`config.mk`:
```
export PLATFORM = sky130hd
export DESIGN_NAME = mips_multicycle_sequencer
export DESIGN_NICKNAME = d
export VERILOG_FILES = /design/src/rtl/mips_multicycle_sequencer.sv
export SDC_FILE = /design/constraint.sdc
export NUM_CORES = 1
export LEC_CHECK = 0
export ABC_AREA = 1
export CORE_AREA = 2 2 101 103
export DETAILED_ROUTE_END_ITERATION = 10
export DIE_AREA = 0 0 103 105
export PLACE_DENSITY = 0.72
export SLEW_MARGIN = 30
export SYNTH_ARGS = -nofsm -noshare
export SYNTH_HDL_FRONTEND = slang
export SYNTH_SLANG_ARGS = --single-unit
```
`constraint.sdc`:
```
create_clock -name i_clk -period 2.6 [get_ports i_clk]
set_input_delay 0.65 -clock i_clk [delete_from_list [all_inputs] [get_ports i_clk]]
set_output_delay 0.65 -clock i_clk [all_outputs]
set_load 0.02 [all_outputs]
```
`src/rtl/mips_multicycle_sequencer.sv`:
```
// ---------------------------------------------------------------------------
// mips_multicycle_sequencer
//   Control sequencer for the multi-cycle MIPS core. Each instruction takes one
//   FETCH cycle followed by 1..MAX_EXEC EXEC cycles. Decode supplies the EXEC
//   length, which is sampled when FETCH completes. Waitrequest stalls the
//   current state, and halt parks the sequencer in HALT. The block also keeps
//   retire and stall statistics.
//
//   Optional feature: define SEQ_WATCHDOG_EN to enable a waitrequest watchdog.
//   After TIMEOUT consecutive stalled cycles it drops into FAULT, which is
//   absorbing until reset. Without the macro o_fault is tied to 0.
//
// Ports
//   i_clk          clock, rising edge
//   i_rst          synchronous reset, active low
//   i_halt         halt request from decode
//   i_waitrequest  memory busy, stalls FETCH/EXEC
//   i_exec_len     EXEC cycles for the instruction being fetched (0 -> 1, clamped)
//   o_phase        00 FETCH, 01 EXEC, 11 HALT, 10 FAULT
//   o_exec_idx     0-based EXEC cycle index, 0 outside EXEC
//   o_last_exec    combinational: final EXEC cycle of the instruction
//   o_retire       one-cycle pulse after the last EXEC cycle completes
//   o_instr_count  retired instructions, wraps
//   o_stall_count  stalled FETCH/EXEC cycles, saturates
//   o_fault        watchdog tripped
// ---------------------------------------------------------------------------
module mips_multicycle_sequencer #(
    parameter int MAX_EXEC = 4,
    parameter int IDX_W    = 2,
    parameter int CNT_W    = 32,
    parameter int TIMEOUT  = 64
) (
    input  logic             i_clk,
    input  logic             i_rst,
    input  logic             i_halt,
    input  logic             i_waitrequest,
    input  logic [IDX_W-1:0] i_exec_len,
    output logic [1:0]       o_phase,
    output logic [IDX_W-1:0] o_exec_idx,
    output logic             o_last_exec,
    output logic             o_retire,
    output logic [CNT_W-1:0] o_instr_count,
    output logic [CNT_W-1:0] o_stall_count,
    output logic             o_fault
);

    // The latched length must be able to hold MAX_EXEC itself.
    localparam int LEN_W = $clog2(MAX_EXEC + 1);

    typedef enum logic [1:0] {
        S_FETCH = 2'b00,
        S_EXEC  = 2'b01,
        S_FAULT = 2'b10,
        S_HALT  = 2'b11
    } state_t;

    state_t             r_state, w_state_nxt;
    logic [IDX_W-1:0]   r_idx, w_idx_nxt;
    logic [LEN_W-1:0]   r_len, w_len_nxt;
    logic               r_retire, w_retire_nxt;
    logic [CNT_W-1:0]   r_icnt, r_scnt;
    logic               w_icnt_inc, w_scnt_inc;
    logic [LEN_W-1:0]   w_len_clamped;
    logic               w_last;
    logic               w_active;

`ifdef SEQ_WATCHDOG_EN
    localparam int WD_W = $clog2(TIMEOUT + 1);
    logic [WD_W-1:0]    r_wd, w_wd_nxt;
    logic               w_wd_trip;
    assign w_wd_trip = (32'(r_wd) == TIMEOUT - 1);
`endif

    // A zero length still needs one EXEC cycle. Lengths above MAX_EXEC are capped.
    always_comb begin
        w_len_clamped = LEN_W'(i_exec_len);
        if (i_exec_len == '0)
            w_len_clamped = LEN_W'(1);
        else if (32'(i_exec_len) > MAX_EXEC)
            w_len_clamped = LEN_W'(MAX_EXEC);
    end

    assign w_active = (r_state == S_FETCH) || (r_state == S_EXEC);
    assign w_last   = (r_state == S_EXEC) && (32'(r_idx) + 32'd1 == 32'(r_len));

    always_comb begin
        w_state_nxt  = r_state;
        w_idx_nxt    = r_idx;
        w_len_nxt    = r_len;
        w_retire_nxt = 1'b0;
        w_icnt_inc   = 1'b0;
        w_scnt_inc   = 1'b0;
`ifdef SEQ_WATCHDOG_EN
        w_wd_nxt     = r_wd;
`endif
        if (w_active) begin
            if (i_halt) begin
                // Halt beats waitrequest and abandons the instruction unretired.
                w_state_nxt = S_HALT;
                w_idx_nxt   = '0;
            end else if (i_waitrequest) begin
                w_scnt_inc = 1'b1;
`ifdef SEQ_WATCHDOG_EN
                if (w_wd_trip) begin
                    w_state_nxt = S_FAULT;
                    w_idx_nxt   = '0;
                end else begin
                    w_wd_nxt = r_wd + 1'b1;
                end
`endif
            end else begin
`ifdef SEQ_WATCHDOG_EN
                w_wd_nxt = '0;
`endif
                if (r_state == S_FETCH) begin
                    w_len_nxt   = w_len_clamped;
                    w_state_nxt = S_EXEC;
                    w_idx_nxt   = '0;
                end else if (w_last) begin
                    w_state_nxt  = S_FETCH;
                    w_idx_nxt    = '0;
                    w_retire_nxt = 1'b1;
                    w_icnt_inc   = 1'b1;
                end else begin
                    w_idx_nxt = r_idx + 1'b1;
                end
            end
        end
    end

    always_ff @(posedge i_clk) begin
        if (!i_rst) begin
            r_state  <= i_halt ? S_HALT : S_FETCH;
            r_idx    <= '0;
            r_len    <= LEN_W'(1);
            r_retire <= 1'b0;
            r_icnt   <= '0;
            r_scnt   <= '0;
`ifdef SEQ_WATCHDOG_EN
            r_wd     <= '0;
`endif
        end else begin
            r_state  <= w_state_nxt;
            r_idx    <= w_idx_nxt;
            r_len    <= w_len_nxt;
            r_retire <= w_retire_nxt;
            if (w_icnt_inc)
                r_icnt <= r_icnt + 1'b1;
            if (w_scnt_inc && (r_scnt != '1))
                r_scnt <= r_scnt + 1'b1;
`ifdef SEQ_WATCHDOG_EN
            r_wd     <= w_wd_nxt;
`endif
        end
    end

    assign o_phase       = r_state;
    assign o_exec_idx    = r_idx;
    assign o_last_exec   = w_last;
    assign o_retire      = r_retire;
    assign o_instr_count = r_icnt;
    assign o_stall_count = r_scnt;
`ifdef SEQ_WATCHDOG_EN
    assign o_fault       = (r_state == S_FAULT);
`else
    assign o_fault       = 1'b0;
`endif

endmodule

```
==> flow_summary.ini, run 1 <==
[place]
gp_routability_congestion = 0.8892
port_buffers = 75
placed_cell_area_sq_um = 5122
dp.cells = 900
hpwlAfterDp_microns = 8427

[min_path]
min_path_type = flip-flop to flip-flop

[power]
p_per_area_nw_per_um2 = 429.0
total_power_mw = 2.303
vdd_drop_max_uv = 230.6
cellLeakagePower_nw = 1.860

[timing]
fin_crit_ns = 2.425
maxSlewHeadroom = 0.6613
finalClockSkew_ns = 0.01041
slew_viol_final = 0
worst_pin_slew_ns = 0.5062
holdWs_ns = 0.4983
finalHoldViolCount = 0
fmax_mhz = 412.4
finalCritPeriodShare = 0.9327
setup_viol_count_final = 0
rsz0062_at_grt = no
setup_tns_ns = 0

[drt]
first_pass_iters = 5
wl_per_cell_microns = 12.26
drc = 0
dr.first_iter.drc_count = 250
vias = 4543
drt-total-wl_microns = 11230
via_per_inst = 4.960
antenna_left = 0

[layout]
layout_commonest_cell = nand2_1
mostFrequentLayoutCells = nand2_1 (255), nor2_1 (136), clkdlybuf4s50_1 (74), dfxtp_1 (69), inv_1 (56)
design_area_sq_um = 5369
syn2layout_area_growth_pct = 26.54
antenna_cells = 0
n_fill_cell = 958
fin_cells = 916
layout-drive-gt1-share = 0.04342
num-nets-final = 787

[synthesis]
netlist_top_cells_area = dfxtp_1 (33%), nand2_1 (23%), nor2_1 (12%)
synth_cell_types = 29
yosys.area.top_type = dfxtp_1
ys_ff_latch = 71
yosysSeqAreaShare = 0.3397
synthCells = 703
syn_nets = 712
synth_area_sq_um = 4243
syn_avg_cell_area_sq_um = 6.035
yosysWarnings = 0
synth_top_area_frac = 0.3256

[die]
rows = 36
die_width_microns = 103
die_area_sq_um = 10820
start_util = 0.4402
core_region_area_sq_um = 9639
pin_count = 77
die_h_microns = 105

[critical_path]
arrival_ns = 1.78
crit_type = flip-flop to output port
cp-end-kind = output port
path_max_fanout = 4
cp-start-kind = flip-flop
crit_required_ns = 1.95

[status]
outcome = finished, final reports clean

[cts]
clk_latency_ns = 0.34
cts_made_buffers = 9
cts_tree = done
numClockSinks = 71
clockBufferDepth = 2
root_buffer = clkbuf_8
h-tree-depth = 3
ctsHoldBuffers = 0
clk_pin_slew_ns = 0.07

[grt]
track_usage = 0.2143
grt_overflow = 0
grt_pass1_wl_microns = 19000
grt_pass1_vias = 4262
grt_max_degree = 40
antenna_found_initial = 0

[run]
cap_violations = 0
==> per-layer routing <==
layer / up-vias / routed length [microns] / track usage
met5: - / 0 / 0
met4: 0 / 218 / 0.07989
met3: 23 / 525 / 0.03077
met2: 133 / 5473 / 0.3604
met1: 2039 / 5016 / 0.2737
li1: 2348 / - / -
==> repair_timing <==
item                                    CTS  global route
buffers inserted                          0             0
gates resized for setup                   1             1
endpoints found under the setup margin    1             1
==> flip-flops by register name (all words and copies together) (netlist names) <==
name and count:
o_retire 1, o_phase 2, o_instr_count 32, o_exec_idx 2, o_stall_count 32, r_len 2
==> power breakdown <==
group | switching [mW] | total, mW | internal, mW
Combinational | 0.0826 | 0.128 | 0.0455
Clock | 0.444 | 1.07 | 0.622
Sequential | 0.00962 | 1.11 | 1.10
==> through the flow <==
step	utilization	setup slack [ns]
after global placement	0.5314	0.2671
after detailed placement	0.5314	0.1867
after CTS	0.5562	0.09061
final	0.5570	0.1750
after global routing	0.5570	0.05070
after floorplan	-	0.5696
==> worst max-delay path: stages (launching register included) <==
cell and delay (ns):
dfxtp_1 0.35, ha_1 0.35, xnor2_2 0.19, nand2_1 0.08, nor2_1 0.12, dlygate4sd2_1 0.34
==> cell families after synthesis <==
family,after synthesis,share of synthesized area
AO/OA/AOI/OAI,62,0.07491
XOR/XNOR,24,0.04954
adder cells (fa/ha/maj),3,0.008848
buffers and inverters,76,0.07549
flip-flops,71,0.3397
other,1,0.0008838
AND/OR/NAND/NOR,466,0.4506
==> cell usage after synthesis (all sizes together) <==
library cell  instances
ha                    3
nand3b                3
clkbuf                9
clkinv                1
nand4                12
xnor2                10
nor3                 10
nor2                141
buf                   9
nand3                40
o21bai                2
edfxtp                2
o21ai                12
a21oi                47
dfxtp                69
conb                  1
and2                  1
xor2                 14
inv                  57
a211oi                1
nand2               259
==> layout make-up <==
cell class                 instances  area [sq um]  share of cell area
clock inverter                     5         77.57             0.01445
tap                              133         166.4             0.03100
timing repair buffer              82         814.5              0.1517
multi-input combinational        556          2489              0.4635
sequential                        71          1441              0.2685
clock buffer                      11         162.7             0.03030
inverter                          58         217.7             0.04055
==> worst paths after layout <==
check | depth (start not counted) | end | startpoint | slack [ns]
setup / recovery | 5 | o_last_exec | o_exec_idx[0] | 0.17
hold / removal | 2 | o_exec_idx[1] | o_exec_idx[1] | 0.50
setup reg to reg | 10 | o_instr_count[20] | o_instr_count[0] | 0.56
hold reg to reg | 2 | o_exec_idx[1] | o_exec_idx[1] | 0.50
(Power assumes the default switching activity.)
==> run 2: changes to the inputs <==
==> constraint.sdc (replaced) <==
create_clock -name i_clk -period 2.6 [get_ports i_clk]
set_input_delay 0.52 -clock i_clk [delete_from_list [all_inputs] [get_ports i_clk]]
set_output_delay 0.52 -clock i_clk [all_outputs]
set_load 0.02 [all_outputs]
==> flow_summary.ini, run 2 (synthesized netlist as in run 1, its figures left out) <==
[status]
outcome = finished, final reports clean

[cts]
cts_made_buffers = 9
cts_tree = done
numClockSinks = 71
ctsHoldBuffers = 0
clk_latency_ns = 0.35
root_buffer = clkbuf_8
clk_pin_slew_ns = 0.07
clockBufferDepth = 2
h-tree-depth = 3
post_cts_buffers = 0
ctsResizeCount = 1

[power]
cellLeakagePower_nw = 1.829
p_per_area_nw_per_um2 = 389.3
p_sw_frac = 0.2629
intPower_mw = 1.516
vdd_drop_max_uv = 204.6
seq_power_share = 0.539
share_clk_of_total_power = 0.399
comb_power_share = 0.062
switchingPower_mw = 0.5406
total_power_mw = 2.057

[timing]
fin_crit_ns = 2.385
setup_viol_count_final = 0
fmax_mhz = 419.3
rsz0062_at_grt = no
setup_tns_ns = 0
finalCritPeriodShare = 0.9174
finalClockSkew_ns = 0.008648
slew_viol_final = 0
finalHoldViolCount = 0

[die]
start_util = 0.4402
rows = 36
pin_count = 77
die_h_microns = 105
die_area_sq_um = 10820
die_width_microns = 103
core_region_area_sq_um = 9639

[grt]
track_usage = 0.2187
grt_pass1_wl_microns = 19390
top_usage_layer = met2
antenna_found_initial = 0
gr-usage-met2 = 0.3567
grt_pass1_vias = 4332
grt_overflow = 0
grt_max_degree = 40
use_met1 = 0.2850
globalRouteMet3Util = 0.03880

[drt]
wl_per_cell_microns = 12.59
via_per_inst = 5.044
dr.first_iter.drc_count = 236
drc = 0
antenna_left = 0
drt-total-wl_microns = 11530
first_pass_iters = 5
vias = 4620

[min_path]
min_path_type = flip-flop to flip-flop

[run]
cap_violations = 0

[layout]
mostFrequentLayoutCells = nand2_1 (255), nor2_1 (136), clkdlybuf4s50_1 (74), dfxtp_1 (69), inv_1 (56)
num-nets-final = 787
layout-drive-gt1-share = 0.04087
syn2layout_area_growth_pct = 24.51
layout_commonest_cell = nand2_1
antenna_cells = 0

[place]
port_buffers = 75
gp_routability_congestion = 0.9094
hpwlAfterDp_microns = 8592

[critical_path]
crit_required_ns = 2.08
cp-start-kind = flip-flop
path_max_fanout = 4
arrival_ns = 1.87
cp-end-kind = output port
crit_type = flip-flop to output port
[run 2: cell type report]
cell class                      instances  area (sq um)
Clock buffer                           11         141.4
Sequential cell                        71          1441
Multi-Input combinational cell        556          2481
Timing Repair Buffer                   82         802.0
Fill cell                             976          4357
Clock inverter                          5         32.53
Inverter                               58         217.7
Tap cell                              133         166.4
[run 2: path summary, 6_finish.rpt]
check / endpoint / cells past startpoint / slack (ns) / from
setup / recovery: o_last_exec / 5 / 0.21 / o_exec_idx[0]
hold reg to reg: o_exec_idx[1] / 2 / 0.49 / o_exec_idx[1]
setup reg to reg: o_stall_count[9] / 10 / 0.57 / o_stall_count[0]
hold / removal: o_exec_idx[1] / 2 / 0.49 / o_exec_idx[1]
[run 2: routing by layer]
layer / vias to the layer above / routed length [microns]
met5: - / 0
met4: 0 / 242
met3: 23 / 616
met2: 154 / 5535
met1: 2090 / 5138
li1: 2353 / -
[run 2: through the flow]
step	cell area [sq um]	hold slack [ns]	util	setup WS [ns]	std cells
after CTS	5283	0.4910	0.5480	0.2140	916
after detailed placement	5110	0.4799	0.5301	0.3124	900
after global routing	5283	0.5234	0.5480	0.08346	916
final	5283	0.4930	0.5480	0.2149	916
after floorplan	4243	0.4790	-	0.5696	703
after global placement	5110	0.4829	0.5301	0.3871	900
[run 2: power by group through the flow]
stage	clock network (mW)	logic [mW]	registers, mW
after global routing	0.883	0.140	1.11
after global placement	0	0.124	1.13
after detailed placement	0	0.128	1.13
after floorplan	0	0.0769	1.14
final	0.820	0.127	1.11
after CTS	0.833	0.127	1.11
[run 2: critical path, cell delays in order, from the launching register on]
cell	delay [ns]
dfxtp_1	0.35
ha_1	0.33
xnor2_1	0.25
nand2_1	0.09
nor2_1	0.15
dlygate4sd2_1	0.35
==> run 3: changes to the inputs <==
--- a/config.mk
+++ b/config.mk
@@ -9,7 +9,8 @@
 export CORE_AREA = 2 2 101 103
 export DETAILED_ROUTE_END_ITERATION = 10
 export DIE_AREA = 0 0 103 105
-export PLACE_DENSITY = 0.72
+export DONT_BUFFER_PORTS = 1
+export PLACE_DENSITY = 0.62
 export SLEW_MARGIN = 30
 export SYNTH_ARGS = -nofsm -noshare
 export SYNTH_HDL_FRONTEND = slang
==> flow_summary.ini, run 3 (synthesized netlist as in run 1, its figures left out) <==
[power]
p_per_area_nw_per_um2 = 463.7
vdd_drop_max_uv = 209.9
cellLeakagePower_nw = 1.692

[die]
pin_count = 77
die_area_sq_um = 10820
die_h_microns = 105
rows = 36
die_width_microns = 103
start_util = 0.4402
core_region_area_sq_um = 9639

[cts]
ctsHoldBuffers = 0
clk_pin_slew_ns = 0.08
h-tree-depth = 3
root_buffer = clkbuf_8
cts_tree = done
ctsResizeCount = 0
numClockSinks = 71
clockBufferDepth = 2
post_cts_buffers = 0
clk_latency_ns = 0.36
cts_made_buffers = 9

[timing]
holdWs_ns = 0.2404
maxSlewHeadroom = 0.6438
finalClockSkew_ns = 0.008280
setup_viol_count_final = 0
slew_viol_final = 0
fin_crit_ns = 2.313
finalHoldViolCount = 0
worst_pin_slew_ns = 0.5302
setup_tns_ns = 0
fmax_mhz = 432.3
finalCritPeriodShare = 0.8898
rsz0062_at_grt = no

[critical_path]
r2r_slack_ns = 0.47
path_max_fanout = 3
crit_required_ns = 2.08
crit_type = flip-flop to output port
reg2reg_depth = 9
cp-end-kind = output port
cp-start-kind = flip-flop
timing.rr.end = o_stall_count[30]
worstReg2RegStart = o_stall_count[15]
arrival_ns = 1.79

[min_path]
worstHoldPathCells = 1
whs_endpoint = r_len[0]
holdCritStartpoint = i_rst
min_path_type = input pin to flip-flop

[status]
outcome = finished, final reports clean

[place]
gp_routability_congestion = 0.8755
placed_cell_area_sq_um = 4517
port_buffers = 0
hpwlAfterDp_microns = 8408

[layout]
mostFrequentLayoutCells = nand2_1 (255), nor2_1 (136), dfxtp_1 (69), inv_1 (56), a21oi_1 (47)
layout_commonest_cell = nand2_1
num-nets-final = 733
syn2layout_area_growth_pct = 11.47
n_fill_cell = 1063
layout-drive-gt1-share = 0.07270
antenna_cells = 0
design_area_sq_um = 4730

[drt]
drc = 0
drt-total-wl_microns = 11240
vias = 4306
via_per_inst = 4.995
wl_per_cell_microns = 13.04
first_pass_iters = 5
dr.first_iter.drc_count = 177
antenna_left = 0

[grt]
grt_max_degree = 35
antenna_found_initial = 0
track_usage = 0.2124
grt_pass1_wl_microns = 18460
grt_overflow = 0
grt_pass1_vias = 3933

[run]
cap_violations = 0
-- run 3: cell count changes in the layout (fill, tap and decap cells not counted), sizes merged --
cell / previous run / this run
clkdlybuf4s50: 74 / 0
buf: 7 / 28
bufinv: 0 / 2
clkinv: 5 / 3
clkinvlp: 0 / 2
clkbuf: 11 / 10
dlygate4sd2: 1 / 0
inv: 58 / 57
-- run 3: metrics by stage --
stage	utilization	power, mW	instances	setup slack [ns]
6_report	0.4907	2.193	862	0.2865
3_3_place_gp	0.4686	1.235	846	0.5040
4_1_cts	0.4907	2.220	862	0.2559
2_1_floorplan	-	1.218	703	0.5696
5_1_grt	0.4907	2.275	862	0.1664
3_5_place_dp	0.4686	1.237	846	0.4767
-- run 3: layout make-up --
class                           instances  area, sq um  area share
Tap cell                              133        166.4     0.03519
Sequential cell                        71         1441      0.3048
Timing Repair Buffer                   28        210.2     0.04444
Multi-Input combinational cell        556         2481      0.5246
Clock buffer                           10        127.6     0.02698
Inverter                               58        217.7     0.04603
Clock inverter                          6        85.08     0.01799
-- run 3: how the worst max path moves through the flow --
stage               slack (ns)                 to               from  depth (start not counted)
global route              0.17        o_last_exec      o_exec_idx[1]                          5
floorplan                 0.57         o_phase[0]      o_exec_idx[0]                          6
global placement          0.50  o_stall_count[30]  o_stall_count[15]                          9
detailed placement        0.48  o_stall_count[30]   o_stall_count[3]                          9
finish                    0.29        o_last_exec      o_exec_idx[1]                          5
CTS                       0.26        o_last_exec      o_exec_idx[1]                          5
-- run 3: power breakdown --
part	internal, mW	switching [mW]	total, mW
Clock	0.537	0.446	0.983
Sequential	1.10	0.0103	1.11
Combinational	0.0284	0.0712	0.0996
-- run 3: critical path: stages (launching register included) --
cell	delay (ns)
dfxtp_1	0.48
ha_1	0.31
xnor2_1	0.25
nand2_1	0.08
nor2_1	0.14
buf_4	0.17
-- run 3: layer usage --
metal | track usage | share of wire | vias up
li1 | - | - | 2257
met1 | 0.2795 | 0.46 | 1928
met2 | 0.3288 | 0.46 | 103
met3 | 0.05084 | 0.063 | 18
met4 | 0.08929 | 0.019 | 0
met5 | 0 | 0 | -
